### config.mk
export PLATFORM = sky130hd
export DESIGN_NAME = pc_sequencer
export DESIGN_NICKNAME = d
export VERILOG_FILES = /design/src/rtl/pc_seq_pkg.sv /design/src/rtl/pc_target_sel.sv /design/src/rtl/pc_sequencer.sv
export SDC_FILE = /design/constraint.sdc
export NUM_CORES = 1
export LEC_CHECK = 0
export ABC_AREA = 1
export CAP_MARGIN = 30
export CORE_UTILIZATION = 31
export DETAILED_ROUTE_END_ITERATION = 8
export HOLD_SLACK_MARGIN = 0.1
export PLACE_DENSITY = 0.67
export SYNTH_ARGS = -nofsm -noshare
export SYNTH_HDL_FRONTEND = slang
export SYNTH_SLANG_ARGS = --single-unit
export TNS_END_PERCENT = 100
### constraint.sdc
create_clock -name clk -period 2.2 [get_ports clk]
set_input_delay 0.44 -clock clk [delete_from_list [all_inputs] [get_ports clk]]
set_output_delay 0.44 -clock clk [all_outputs]
set_load 0.05 [all_outputs]
### src/rtl/pc_seq_pkg.sv
// rtl/pc_seq_pkg.sv - shared state encodings and widths for the PC sequencer
package pc_seq_pkg;
   localparam int STATE_W       = 3;
   localparam int DEFAULT_WIDTH = 16;

   localparam logic [STATE_W-1:0] S_RST    = 3'd0;
   localparam logic [STATE_W-1:0] S_FETCH  = 3'd1;
   localparam logic [STATE_W-1:0] S_DECODE = 3'd2;
   localparam logic [STATE_W-1:0] S_EXEC   = 3'd3;
   localparam logic [STATE_W-1:0] S_UPDATE = 3'd4;
   localparam logic [STATE_W-1:0] S_HALT   = 3'd5;
endpackage

### src/rtl/pc_target_sel.sv
// rtl/pc_target_sel.sv - EXEC-stage next-PC priority mux and adders
// Optional call/return selection under PCSEQ_LINK_EN.
module pc_target_sel
   import pc_seq_pkg::*;
#(
   parameter int WIDTH = DEFAULT_WIDTH,
   parameter int STEP  = 1
) (
   input  logic [WIDTH-1:0] i_pc,
   input  logic             i_jump_req,
   input  logic [WIDTH-1:0] i_jump_addr,
   input  logic             i_branch_req,
   input  logic             i_branch_cond,
   input  logic [WIDTH-1:0] i_branch_off,
`ifdef PCSEQ_LINK_EN
   input  logic             i_call_req,
   input  logic             i_ret_req,
   input  logic [WIDTH-1:0] i_link,
`endif
   output logic [WIDTH-1:0] o_seq_pc,
   output logic [WIDTH-1:0] o_target
);
   logic [WIDTH-1:0] w_branch_pc;

   // Both adders wrap modulo 2^WIDTH; the offset is two's complement.
   assign o_seq_pc    = i_pc + WIDTH'(STEP);
   assign w_branch_pc = i_pc + i_branch_off;

   always_comb begin
      o_target = o_seq_pc;
      if (i_jump_req) begin
         o_target = i_jump_addr;
`ifdef PCSEQ_LINK_EN
      end else if (i_call_req) begin
         o_target = i_jump_addr;
      end else if (i_ret_req) begin
         o_target = i_link;
`endif
      end else if (i_branch_req && i_branch_cond) begin
         o_target = w_branch_pc;
      end
   end
endmodule

### src/rtl/pc_sequencer.sv
// rtl/pc_sequencer.sv - FETCH/DECODE/EXEC/UPDATE sequencer driving the program counter
// Optional one-entry link register under PCSEQ_LINK_EN.
module pc_sequencer
   import pc_seq_pkg::*;
#(
   parameter int               WIDTH        = DEFAULT_WIDTH,
   parameter logic [WIDTH-1:0] RESET_VECTOR = '0,
   parameter int               STEP         = 1
) (
   input  logic               clk,
   input  logic               rst,
   input  logic [WIDTH-1:0]   pc_in,
   input  logic               stall,
   input  logic               branch_req,
   input  logic               branch_cond,
   input  logic [WIDTH-1:0]   branch_off,
   input  logic               jump_req,
   input  logic [WIDTH-1:0]   jump_addr,
   input  logic               halt_req,
   input  logic               resume,
`ifdef PCSEQ_LINK_EN
   input  logic               call_req,
   input  logic               ret_req,
   output logic [WIDTH-1:0]   link_out,
`endif
   output logic               pWrite,
   output logic [WIDTH-1:0]   pc_next,
   output logic               ir_load,
   output logic [STATE_W-1:0] state,
   output logic               halted
);
   logic [STATE_W-1:0] r_state;
   logic [WIDTH-1:0]   r_target;
   logic [WIDTH-1:0]   w_exec_target;
   logic [WIDTH-1:0]   w_seq_pc;

`ifdef PCSEQ_LINK_EN
   logic [WIDTH-1:0]   r_link;
   assign link_out = r_link;
`endif

   pc_target_sel #(
      .WIDTH (WIDTH),
      .STEP  (STEP)
   ) u_target_sel (
      .i_pc          (pc_in),
      .i_jump_req    (jump_req),
      .i_jump_addr   (jump_addr),
      .i_branch_req  (branch_req),
      .i_branch_cond (branch_cond),
      .i_branch_off  (branch_off),
`ifdef PCSEQ_LINK_EN
      .i_call_req    (call_req),
      .i_ret_req     (ret_req),
      .i_link        (r_link),
`endif
      .o_seq_pc      (w_seq_pc),
      .o_target      (w_exec_target)
   );

   always_ff @(posedge clk) begin
      if (rst) begin
         r_state  <= S_RST;
         r_target <= RESET_VECTOR;
`ifdef PCSEQ_LINK_EN
         r_link   <= RESET_VECTOR;
`endif
      end else begin
         case (r_state)
            S_RST:    r_state <= S_FETCH;
            S_FETCH:  if (!stall) r_state <= S_DECODE;
            S_DECODE: if (!stall) r_state <= S_EXEC;
            S_EXEC: begin
               if (!stall) begin
                  if (halt_req) begin
                     r_state <= S_HALT;
                  end else begin
                     r_target <= w_exec_target;
                     r_state  <= S_UPDATE;
`ifdef PCSEQ_LINK_EN
                     if (call_req && !jump_req) r_link <= w_seq_pc;
`endif
                  end
               end
            end
            S_UPDATE: if (!stall) r_state <= S_FETCH;
            // Resuming refetches the PC that was current when the halt hit.
            S_HALT:   if (resume) r_state <= S_FETCH;
            default:  r_state <= S_RST;
         endcase
      end
   end

`ifndef PCSEQ_LINK_EN
   logic w_unused_seq;
   assign w_unused_seq = ^w_seq_pc;
`endif

   assign state   = r_state;
   assign pWrite  = (r_state == S_RST) || (r_state == S_UPDATE);
   assign pc_next = (r_state == S_RST) ? RESET_VECTOR : r_target;
   assign ir_load = (r_state == S_FETCH);
   assign halted  = (r_state == S_HALT);
endmodule

=== After elaboration in Yosys (flattened, before gate mapping) ===
Cells that the tools add are included.

* RAM bits: 0
* Memory bits (read-only): 0
* Bits in latches: 0
* Memories: 0
* Output and inout port bits: 22
* Register bits: 19
* Bits of input ports: 56
* Logic and storage cells: 31

* Shifts and indexed selects: 0
* Bitwise operators: 2
* Equal/unequal tests: 10
* Multiply operators: 0
* Muxes and demuxes: 10
* $lt $le $gt $ge: 0
* Reduce and logical (&&, ||, !) cells: 5
* Div/mod/pow operators: 0
* Add/subtract/negate cells: 2

{| class="wikitable"
|+ Operators by type and width
! kind !! number
|-
| $mux 16 || 3
|-
| $pmux 3 s6 || 1
|-
| $add 16x1->16 const B || 1
|-
| $add 16x16->16 || 1
|-
| $mux 3 || 5
|-
| $ne 2x2->1 const B || 5
|-
| $eq 3x2->1 const B || 2
|-
| $eq 3x3->1 const B || 2
|-
| $reduce_and 5->1 || 1
|-
| $eq 3x1->1 const B || 1
|-
| $logic_not 3->1 || 1
|-
| $reduce_and 3->1 || 1
|-
| $not 1->1 || 2
|-
| $logic_and 1x1->1 || 1
|-
| $logic_or 1x1->1 || 1
|-
| $mux 1 || 1
|}

=== Logic depth before layout (Yosys ltp) ===
Gate-level depths: netlist (run 1).

* Depth after elaboration: 3
* Mapped depth: 14
* Depth with buffers taken out: 14

=== By module ===
A second synthesis (run 1) with hierarchy kept.

* Cells, all modules: 466
* Area, all modules: 2741.4 um^2

{| class="wikitable"
|+ Modules (own cells, without submodules)
! module !! area each (um^2) !! times used !! cells an instance
|-
| pc_target_sel || 1736.7 || 1 || 341
|-
| pc_sequencer || 1004.7 || 1 || 125
|}

=== Worst setup path before layout (run 1) ===
No wires, ideal clock.

* Path kind: register -> output
* Start: reg r_state[0], in the netlist state[0]
* End: out pc_next[10]
* Buffers on the path: 1
* Stages on the path, launching flop included: 4
* Slack: 0.001 ns
* Arrival: 1.759 ns
* Cell sequence: dfxtp_1 nor3_2 clkbuf_1 nor2_1

* Word-level cells in the longest chain between the ends: 2

{| class="wikitable"
|+ RTL lines
! what !! RTL line !! RTL
|-
| start, declared || pc_sequencer.sv:32 || <nowiki>logic [STATE_W-1:0] r_state;</nowiki>
|-
| start signal, assigned || pc_sequencer.sv:63 || <nowiki>r_state <= S_RST;</nowiki>
|-
| start signal, assigned || pc_sequencer.sv:70 || <nowiki>S_RST: r_state <= S_FETCH;</nowiki>
|-
| start signal, assigned || pc_sequencer.sv:71 || <nowiki>S_FETCH: if (!stall) r_state <= S_DECODE;</nowiki>
|-
| $logic_not 3->1 || pc_sequencer.sv:101 || <nowiki>assign pc_next = (r_state == S_RST) ? RESET_VECTOR : r_target;</nowiki>
|-
| $mux 16 || pc_sequencer.sv:101 ||
|-
| end, declared || pc_sequencer.sv:27 || <nowiki>output logic [WIDTH-1:0] pc_next,</nowiki>
|}

No other way between the ends.

=== Final worst setup path (run 1) ===
* Start: reg r_state[1], in the netlist state[1]
* End: out pWrite

* Word-level cells in the longest chain between the ends: 2
* Elaborated cells on any way between the ends: 3

{| class="wikitable"
|+ RTL lines
! what !! RTL line !! RTL
|-
| $eq 3x3->1 / $logic_not 3->1 (equally long branches) || pc_sequencer.sv:100 || <nowiki>assign pWrite = (r_state == S_RST) || (r_state == S_UPDATE);</nowiki>
|-
| $logic_or 1x1->1 (*) || pc_sequencer.sv:100 ||
|-
| end, declared || pc_sequencer.sv:26 || <nowiki>output logic pWrite,</nowiki>
|}

Mark *: on every way between the ends. The rest lies on a longest branch, timed or not.

==> out/qor.csv, run 1 <==
metric;value;unit
outcome;completed;
clock_skew;2.884;ps
worstSetupPathType;reg2out;
grt_pass1_wl;9715;um
mostFrequentLayoutCells;91 x nand2_1, 73 x inv_1, 60 x nor2_1;
cp_max_fo;6;
coreArea;6314;um2
dieArea;6858;um2
cp-start-kind;register;
power_density;442.8;nW/um2
initial_core_util;32.07;%
rows;29;
holdPathStages;2;
route.detailed.drc;0;
grt_pass1_vias;2401;
r2r_end;r_target[12];
hold_viol;0;
ys_seq_area_share;18.79;%
antenna_found_initial;0;
setup-violations-final;0;
area_growth;52.35;%
min_period;2053;ps
ioPinCount;78;
endpoint_kind;output pin;
place.gp.congestion;0.8518;
nFillCells;685;
clockBufferDepth;2;
dpl_cell_area;2968;um2
dp_hpwl;4514;um
place_ws;-526.4;ps
dr_total_vias;2473;
wire_per_inst;10.27;um
cap_violations;0;
grt_overflow;0;
via_per_inst;4.554;
worstSkewPairLatency;250;ps
worstPathArrival;1610;ps
drv_slew;0;
dr.pass1.iters;5;
r2r-start;state[0];
finalNetCount;539;
required;1760;ps
p_int;804.2;uW
antenna_cells;0;
cts_tree;done;
ir_worst_vdd;0.2428;mV
reg2reg_depth;6;
holdPathEnd;r_target[14];
final_layout_size_suffix_gt1_share;15.24;%
multiInputGateArea;1374;um2
syn_nets;442;
worst_slew_pin_slew;495.8;ps
cts_sinks;19;
htreeDepth;1;
grt_start_max_net_pins;22;
postLayoutCellArea;3084;um2
wirelength;5575;um
seq_area;380.4;um2
fmax;487.1;MHz
hp-class;reg2reg;
clockRootBuffer;clkbuf_8;
synthArstFlopShare;0;%
ff2ff_setup_slack;780;ps
grt_use_total;16.45;%
synthTopCellsByArea;nand2_1 19%, dfxtp_1 19%, inv_1 14%;
timing.slew.headroom;66.84;%
antenna_violating_nets_post_route;0;
final_common_cell;nand2_1;
clock_power_share;17.6;%
swShare;41.11;%
p_leak;1.600;nW
syn_area_per_cell;5.471;um2
comb_power_share;53.5;%
synthFlopType;dfxtp_1;
clkTransAtPathRegs;70;ps
netlist.area_leader.share;18.91;%
port-buffer-count;77;
synthDistinctLibCells;26;
synthCells;370;
setup_ws;147.0;ps
synth_edf_count;0;
drt_iter0_drc;61;
netlist_area;2024;um2
die_h;82.81;um
synth_warnings;0;
synth_seq_cells;19;
cts_buffers;3;
finalCritPeriodShare;93.32;%
hp-start;r_target[14];
switchingPower;561.4;uW
dieWidth;82.81;um
synth_top_area_cell;nand2_1;
seq_power_share;28.9;%
[layout make-up]
cell class,instances,area share (%)
repair buffers,101,29.25
inverters,76,9.249
flip-flops and latches,19,12.33
clock inverters,1,0.1623
well taps,77,3.124
clock buffers,3,1.339
multi-input cells,266,44.54
[worst max path at each step]
stage                   endpoint  cells past startpoint  slack (ps)          start
CTS                  r_target[8]                     13          20  branch_off[0]
detailed placement   r_target[8]                     14        -530    branch_cond
global route        r_target[15]                     12          -4  branch_off[2]
floorplan            pc_next[10]                      3           1       state[0]
global placement     r_target[8]                     14        -460     branch_req
finish                    pWrite                      2         150       state[1]
[kinds of logic after synthesis]
logic type | share of synthesized area [%]
xor+xnor | 2.164
flops | 18.79
fa+ha+maj | 10.26
compound gates | 12.36
simple gates | 40.17
buf+inv | 16.25
[timing repair]
action                                 in CTS  in global routing
buffers inserted                            1                  1
hold buffers                                0                  0
pin swaps                                   4                 10
endpoints found under the hold margin       0                  0
setup endpoints to repair                  12                 10
gates resized for setup                     7                 20
cloned                                      0                  0
[Yosys cell counts, types with 2 or more instances]
cell and instances:
inv_1 74, ha_1 15, nand3_1 19, nand3b_1 2, xnor2_1 3, nand2_1 102
a21oi_1 32, buf_2 2, a31oi_1 2, inv_2 2, o21ai_1 2, clkbuf_1 6
or2_1 2, or2_2 2, xor2_1 2, nor2_1 60, dfxtp_1 19, nor3_1 5
o21ai_0 12
[power by group through the flow]
stage / registers (mW) / logic (mW) / clock network, mW
final: 0.394 / 0.730 / 0.241
after floorplan: 0.439 / 0.381 / 0
after global placement: 0.401 / 0.705 / 0
after detailed placement: 0.401 / 0.715 / 0
after CTS: 0.394 / 0.723 / 0.249
after global routing: 0.398 / 0.803 / 0.265
[worst max-delay path: stages, from the launching register on]
cell             delay, ps
dfxtp_1                370
nor2_1                 170
clkdlybuf4s50_1        820
[registers in the layout, indices dropped and copies added (netlist names)]
signal    count
r_target     16
state         3
[stage by stage]
stage | util (%) | cells | hold WS, ps | setup TNS (ps) | power, mW
6_report | 48.85 | 543 | 470.1 | 0 | 1.366
3_3_place_gp | 47.01 | 537 | 456.9 | -4590 | 1.106
4_1_cts | 48.14 | 542 | 473.4 | 0 | 1.365
2_1_floorplan | - | 370 | 444.5 | 0 | 0.8207
3_5_place_dp | 47.01 | 537 | 462.3 | -5332 | 1.116
5_1_grt | 48.85 | 543 | 495.8 | -3.885 | 1.467
[layer usage]
metal	vias to the layer above	track usage (%)	share of wire, %
met2	60	30.55	48
met4	0	3.605	2.0
met3	10	2.485	4.2
li1	1324	-	-
met5	-	0	0
met1	1079	19.80	46
Note: power is estimated with default switching activity, not from simulation.
==> run 2, diff against run 1 <==
Settings changed: CTS_BUF_LIST set to sky130_fd_sc_hd__clkbuf_8, PLACE_DENSITY 0.67 to 0.69, SKIP_CTS_REPAIR_TIMING set to 1.
==> run 2 against run 1 <==
  * Non-clock buffer count shrank 2
  * Clock-buffer cell count stayed put
  * Via count unchanged
  * Clock power increased by 3%
  * First-iteration DRC count up 11%
  * Final cell count is 0.37% lower
  * Critical path type unchanged
  * Core utilization is 0.30 points lower
  * Setup slack worse by 30 ps
  * Global-route usage up 0.31 points
  * Largest power group unchanged
  * Combinational power shrank 2%
  * Register-to-register slack is essentially flat
==> out/qor.csv, run 2 (synthesis results as in run 1) <==
metric;value;unit
clkTransAtPathRegs;70;ps
grt_pass1_wl;9777;um
htreeDepth;1;
fmax;480.0;MHz
dieArea;6858;um2
worstSetupPathType;reg2out;
antenna_cells;0;
rows;29;
finalNetCount;537;
outcome;completed;
ir_worst_vdd;0.2970;mV
coreArea;6314;um2
endpoint_kind;output pin;
power;1.360;mW
p_leak;1.604;nW
final_common_cell;nand2_1;
drt_iter0_drc;68;
clockBufferDepth;2;
nFillCells;684;
grt_use_total;16.75;%
power_density;443.6;nW/um2
hold_viol;0;
worst_slew_pin_slew;490.8;ps
dr_total_vias;2473;
die_h;82.81;um
antenna_violating_nets_post_route;0;
port-buffer-count;77;
via_per_inst;4.571;
required;1760;ps
ioPinCount;78;
grt_overflow;0;
setup-violations-final;0;
cts_tree;done;
cp_max_fo;6;
worstSkewPairLatency;260;ps
cap_violations;0;
clockRootBuffer;clkbuf_8;
grt_start_max_net_pins;22;
rsz0062_at_grt;false;
place.gp.congestion;0.8488;
cts_buffers;3;
min_period;2083;ps
dieWidth;82.81;um
finalCritPeriodShare;94.70;%
final_layout_size_suffix_gt1_share;13.36;%
largest_reg_flops;16;
route.detailed.drc;0;
worstPathArrival;1640;ps
area_growth;51.42;%
antenna_found_initial;0;
worst_hold_slack;468.4;ps
cp-start-kind;register;
hp-class;reg2reg;
dp_hpwl;4603;um
top_register;r_target;
mostFrequentLayoutCells;96 x nand2_1, 73 x inv_1, 59 x nor2_1;
cts_sinks;19;
drv_slew;0;
clock_skew;4.326;ps
grt_pass1_vias;2352;
wire_per_inst;10.62;um
wirelength;5743;um
initial_core_util;32.07;%
timing.slew.headroom;67.18;%
dr.pass1.iters;5;
fin_util;48.55;%
## run 2: cell types whose count changed in the layout (fill, tap and decap cells not counted)
cell and delta:
nor2_2 +1, nand2_1 +5, buf_6 -1, nand3_2 -1
nand2_2 -5, clkbuf_2 -2, dlymetal6s2s_1 +2, nand3_1 +1
buf_4 -1, nor2_1 -1
## run 2: worst paths after layout
| kind | endpoint | cells past startpoint | slack [ps] | start |
|---|---|---|---|---|
| hold reg to reg | r_target[14] | 2 | 470 | r_target[14] |
| setup reg to reg | r_target[4] | 5 | 790 | state[0] |
| hold / removal | r_target[14] | 2 | 470 | r_target[14] |
| setup / recovery | pWrite | 2 | 120 | state[0] |
## run 2: critical path, cell delays in order, from the launching register on
cell and delay (ps):
dfxtp_1 390, nor2_1 170, clkdlybuf4s50_1 820
## run 2: final cells by class
cell class | instances | area, um2 | share of cell area, %
clock buffer | 3 | 41.29 | 1.347
clock inverter | 1 | 5.005 | 0.1633
inverter | 76 | 285.3 | 9.306
sequential | 19 | 380.4 | 12.41
timing repair buffer | 99 | 898.4 | 29.31
tap | 77 | 96.34 | 3.143
multi-input combinational | 266 | 1359 | 44.33
## run 2: metal layers
layer | up-vias | part of all wire [%] | GRT usage [%]
met4 | 0 | 1.3 | 2.978
met5 | - | 0 | 0
met3 | 12 | 4.7 | 2.485
met1 | 1073 | 44 | 20.58
met2 | 66 | 50 | 31.00
li1 | 1322 | - | -
## run 2: power breakdown
part | switching [mW] | total (mW) | internal, mW
clock network | 0.122 | 0.248 | 0.126
registers | 0.0284 | 0.396 | 0.368
logic | 0.417 | 0.715 | 0.298
## run 2: per-stage QoR
stage | instance area, um2 | setup TNS (ps) | setup WS, ps | std cells
after floorplan | 2024 | 0 | 1.388 | 370
after global placement | 2960 | -4584 | -461.4 | 536
after detailed placement | 2960 | -5399 | -550.1 | 536
after CTS | 3007 | -1709 | -274.1 | 540
after global routing | 3065 | 0 | 7.385 | 541
final | 3065 | 0 | 116.6 | 541
==> edit 1: new RTL, config.mk and constraints of run 1 <==
Add a define of `PCSEQ_LINK_EN`.
--- a/src/rtl/pc_target_sel.sv
+++ b/src/rtl/pc_target_sel.sv
@@ -1,4 +1,6 @@
 // rtl/pc_target_sel.sv - EXEC-stage next-PC priority mux and adders
 // Optional call/return selection under PCSEQ_LINK_EN.
+`define PCSEQ_LINK_EN
+
 module pc_target_sel
    import pc_seq_pkg::*;
Interface: changed (added call_req, link_out and ret_req); port bits go from 78 to 96. The function was not compared with the original's and may differ.
==> edit 1 against run 1 <==
Wire length increased by 83%. Final area increased by 54%. Cell count rose by 51%. Sequential share of layout area grew 2.4 points. Utilization shrank 0.35 points. Combinational power grew 66%. Total power rose by 75%. Sequential cell count grew 16. Sequential power grew 88%. First-iteration DRC count rose by 93%. Non-clock buffer count grew 54. Synthesized area increased by 56%. Setup slack worse by 0.092 ns. Highest routed layer unchanged.
==> edit 1: results (changes against run 1) <==
* Routed vias at 3,921 (was 2,473)
* Critical Path AT at 2.31 ns (was 1.61 ns)
* Leak Pwr at 2.287 nW (was 1.600 nW)
* Starting DRT DRC Count at 118 (was 61)
* Syn_nets at 617 (was 442)
* Worst slack at placement at -0.3826 ns (was -0.5264 ns)
* Placed cell areas at 4636 sq um (was 2968 sq um)
* Mean routed wirelength per cell at 12.43 um (was 10.27 um)
* Largest net degree at the start of global routing at 25 (was 22)
* Worst slew pin tran at 0.5129 ns (was 0.4958 ns)
* Register area share after synthesis at 0.2226 (was 0.1879)
* Crit-path max FO at 4 (was 6)
* Flop2flop setup slack at 0.53 ns (was 0.78 ns)
* Final RePlAce weighted congestion at 0.8406 (was 0.8518)
* Top cells by area, synth: dfxtp_1, nand2_1, inv_1, a21oi_1, ha_1 (was nand2_1, dfxtp_1, inv_1, nor2_1, ha_1)
* Clock Latency Late Sink at 0.29 ns (was 0.25 ns)
* YS warnings at 0 (unchanged)
* Commonest cells in the netlist: nand2_1, inv_1, a21oi_1 (was nand2_1, inv_1, nor2_1)
* Final #Nets at 764 (was 539)
* 1st-pass router iterations at 4 (was 5)
* H-tree levels at 2 (was 1)
* IO Port Bufs at 95 (was 77)
* Status: completed (unchanged)
* Max VDD drop at 0.0003253 V (was 0.0002428 V)
* Final WS setup at 0.05469 ns (was 0.1470 ns)
* Hpwl dp at 8278 um (was 4514 um)
* Post-CTS Setup Inserts at 0 (was 1)
* Area Growth Syn to Fin at 51.27% (was 52.35%)
* First-pass GRT wire length at 16,460 um (was 9715 um)
* Vias in the first global route at 3,746 (was 2,401)
* Total GRT Usage at 0.1985 (was 0.1645)
* CP peak stage delay at 0.41 ns (was 0.82 ns)
* Unique cell type count in the Yosys netlist at 36 (was 26)
## edit 1: cell count changes in the layout (fill, tap and decap cells not counted), moves of 6 or more
cell	change
clkdlybuf4s50_1	+19
or2_2	+6
o211ai_1	+6
dfxtp_1	+15
nand2_1	+51
buf_4	+36
nand3_1	+15
o21ai_0	+11
nor2_1	-11
inv_1	+14
a21oi_1	+32
## edit 1: path summary, 6_finish.rpt
check | cells after the start | to | from
max | 11 | r_target[4] | branch_off[0]
min | 2 | r_target[1] | r_target[1]
max reg2reg | 10 | state[0] | state[1]
min reg2reg | 2 | r_target[1] | r_target[1]
## edit 1: kinds of logic (layout without fill, tap and decap cells)
| logic type | count (synthesis) | count (layout) | synth area share |
|---|---|---|---|
| compound gates | 110 | 110 | 0.1920 |
| simple gates | 266 | 266 | 0.3621 |
| flops | 35 | 35 | 0.2226 |
| fa+ha+maj | 17 | 17 | 0.06995 |
| xor+xnor | 9 | 9 | 0.02504 |
| buf+inv | 105 | 251 | 0.1284 |
## edit 1: cell type report
class                      instances  area, sq um
fill                            1029         5057
timing repair buffer             155         1374
clock buffer                       6        72.57
inverter                          90        337.8
multi-input combinational        402         2110
sequential                        35        701.9
tap                              133        166.4
## edit 1: metal layers
layer	vias to the layer above	GRT usage	wire, um	share of wire
met4	0	0.06717	219	0.021
li1	2018	-	-	-
met2	113	0.3482	4819	0.47
met5	-	0	0	0
met1	1769	0.2498	4702	0.46
met3	21	0.02644	460	0.045
## edit 1: what timing repair did
action | 4_1_cts | 5_1_grt
endpoints found under the setup margin | 3 | 9
resized for setup | 2 | 13
pin swaps | 0 | 5
cloned | 0 | 0
## edit 1: metrics by stage
step                instances  hold WS, ns
floorplan                 542       0.4537
global placement          815       0.4685
detailed placement        815       0.4708
CTS                       821       0.4809
global route              821       0.5123
finish                    821       0.4818
## edit 1: power by group
| part | switching [mW] | total, mW | internal, mW |
|---|---|---|---|
| combinational | 0.728 | 1.21 | 0.487 |
| clock | 0.219 | 0.430 | 0.211 |
| sequential | 0.0645 | 0.742 | 0.678 |
## edit 1: critical path: cells and delay by family
kind                     cells  cell delay, ns
AND/OR/NAND/NOR              6            0.69
adder cells (fa/ha/maj)      2            0.57
buffers and inverters        1            0.41
AO/OA/AOI/OAI                2            0.20
==> edit 2: new RTL, settings of run 1 <==
Made on the original files. Make the reset (`rst`) asynchronous in one clocked block.
--- a/src/rtl/pc_sequencer.sv
+++ b/src/rtl/pc_sequencer.sv
@@ -59,5 +59,5 @@
    );
 
-   always_ff @(posedge clk) begin
+   always_ff @(posedge clk or posedge rst) begin
       if (rst) begin
          r_state  <= S_RST;
Function: differs if rst is asserted again (counterexample within 4 cycles, from zero or initial values and one cycle with rst high); with rst held inactive, the same outputs for 10 cycles.
==> edit 2 against run 1 <==
The run now ends with DRC left. Sequential cell count did not move. Wire length rose by 0.93%. Synthesized area rose by 3.5%. Synthesized cell count fell by 1.4%. Setup slack got worse by 0.078 ns. Final area rose by 4.0%. Register-to-register slack improved by 0.05 ns.
Power is not compared: it rests on default switching activity, and its combinational part moved more than twofold at a synthesized area within 25%.
==> edit 2: results (changes against run 1) <==
* Hpwl dp at 4684 um (was 4514 um)
* 1st-pass router iterations at 6 (was 5)
* GR Layer Usage met1 at 0.2258 (was 0.1980)
* Register area share after synthesis at 0.2269 (was 0.1879)
* Flop2flop setup slack at 0.83 ns (was 0.78 ns)
* Clock Skew at 0.004691 ns (was 0.002884 ns)
* Unique cell type count in the Yosys netlist at 31 (was 26)
* Worst slack at placement at -0.5108 ns (was -0.5264 ns)
* Commonest cells in the netlist: nand2_1, inv_1, nor2_1 (unchanged)
* Min-delay src: r_target[11] (was r_target[14])
* Total Wirelength at 5627 um (was 5575 um)
* Largest net degree at the start of global routing at 27 (was 22)
* Critical Path AT at 1.69 ns (was 1.61 ns)
* GR Util met3 at 0.008850 (was 0.02485)
* Starting DRT DRC Count at 130 (was 61)
* Reg-to-Reg End: state[1] (was r_target[12])
* Crit path max-delay family: buffers and inverters (unchanged)
* DR DRC count at 10 (was 0)
* Syn_nets at 437 (was 442)
* Total GRT Usage at 0.1712 (was 0.1645)
* First-pass GRT wire length at 10,100 um (was 9715 um)
* Share of cells above drive strength 1 at 0.1695 (was 0.1524)
* Top cells by area, synth: dfrtp_1, nand2_1, inv_1, nor2_1, ha_1 (was nand2_1, dfxtp_1, inv_1, nor2_1, ha_1)
* Adder-cell area share of the yosys netlist at 0.09910 (was 0.1026)
* Compound-Gate Fraction of Synth Area at 0.08239 (was 0.1236)
* Post-synthesis xor/xnor area fraction at 0.01672 (was 0.02163)
* Vias in the first global route at 2,399 (was 2,401)
* Crit-path max FO at 5 (was 6)
* Async SR Flop Fraction at 1.000 (was 0)
* Status: finished with violations (was completed)
* Met2 usage at 0.3033 (was 0.3055)
* Failing checks: DRC
-- edit 2: changes by cell type after synthesis, sizes merged, moves of 3 or more --
cell / change
nand2: +10
dfrtp: +19
o22ai: +3
o211ai: +3
clkbuf: -4
o21ai: -3
a21oi: -23
dfxtp: -19
nand3: +5
nor2: +5
-- edit 2: worst max path at each step --
stage,slack [ns],depth (start not counted),end
finish,0.07,2,pWrite
global route,-0.01,11,r_target[5]
CTS,0.04,14,r_target[10]
detailed placement,-0.51,15,r_target[14]
global placement,-0.48,15,r_target[14]
floorplan,-0.0001,4,pc_next[0]
-- edit 2: power breakdown --
group	internal, mW	total (mW)	leakage (nW)	switching (mW)
Sequential	0.520	0.630	0.230	0.110
Combinational	0.734	2.18	1.53	1.45
Clock	0.126	0.239	0.0255	0.113
Total	1.38	3.05	1.79	1.67
-- edit 2: through the flow --
| step | util | instances | cell area, sq um | hold WS (ns) | TNS [ns] |
|---|---|---|---|---|---|
| 2_1_floorplan | - | 365 | 2130 | 0.3911 | -0.0007048 |
| 3_3_place_gp | 0.4796 | 535 | 3080 | 0.4635 | -5.200 |
| 3_5_place_dp | 0.4796 | 535 | 3080 | 0.4662 | -5.602 |
| 4_1_cts | 0.4921 | 539 | 3161 | 0.4846 | 0 |
| 5_1_grt | 0.4993 | 543 | 3207 | 0.5120 | -0.02391 |
| 6_report | 0.4993 | 543 | 3207 | 0.4814 | 0 |
-- edit 2: cell type report --
class / count / share of cell area
Tap cell: 77 / 0.03004
Clock inverter: 1 / 0.001561
Clock buffer: 3 / 0.01288
Timing Repair Buffer: 103 / 0.2903
Inverter: 78 / 0.09130
Sequential cell: 19 / 0.1487
Multi-Input combinational cell: 262 / 0.4253
-- edit 2: timing repair --
action	CTS	global route
endpoints found under the hold margin	0	0
hold buffers	0	0
gates resized for setup	12	6
setup endpoints to repair	13	11
pin swaps	2	5
buffers inserted	0	4
-- edit 2: cell families (layout without fill, tap and decap cells) --
logic type,Yosys count,count (layout)
AOI/OAI and AO/OA,29,29
xor gates and xnor gates,4,4
buffers and inverters,84,185
and+or+nand+nor,213,213
DFF,19,19
adders and majority gates,16,16
-- edit 2: layer usage --
layer  routed length, um  up-vias  share of wire
li1                    -     1307              -
met1                2637     1040           0.47
met2                2738       53           0.49
met3                 187        5          0.033
met4                  63        0          0.011
met5                   0        -              0
-- edit 2: worst register-to-register path, cell delays in order (launching register included) --
cell	delay (ns)
dfrtp_1	0.47
inv_1	0.14
nand2_1	0.08
nor2_1	0.13
inv_1	0.06
o22ai_2	0.14
inv_2	0.06
o21ai_0	0.07
o21ai_0	0.11
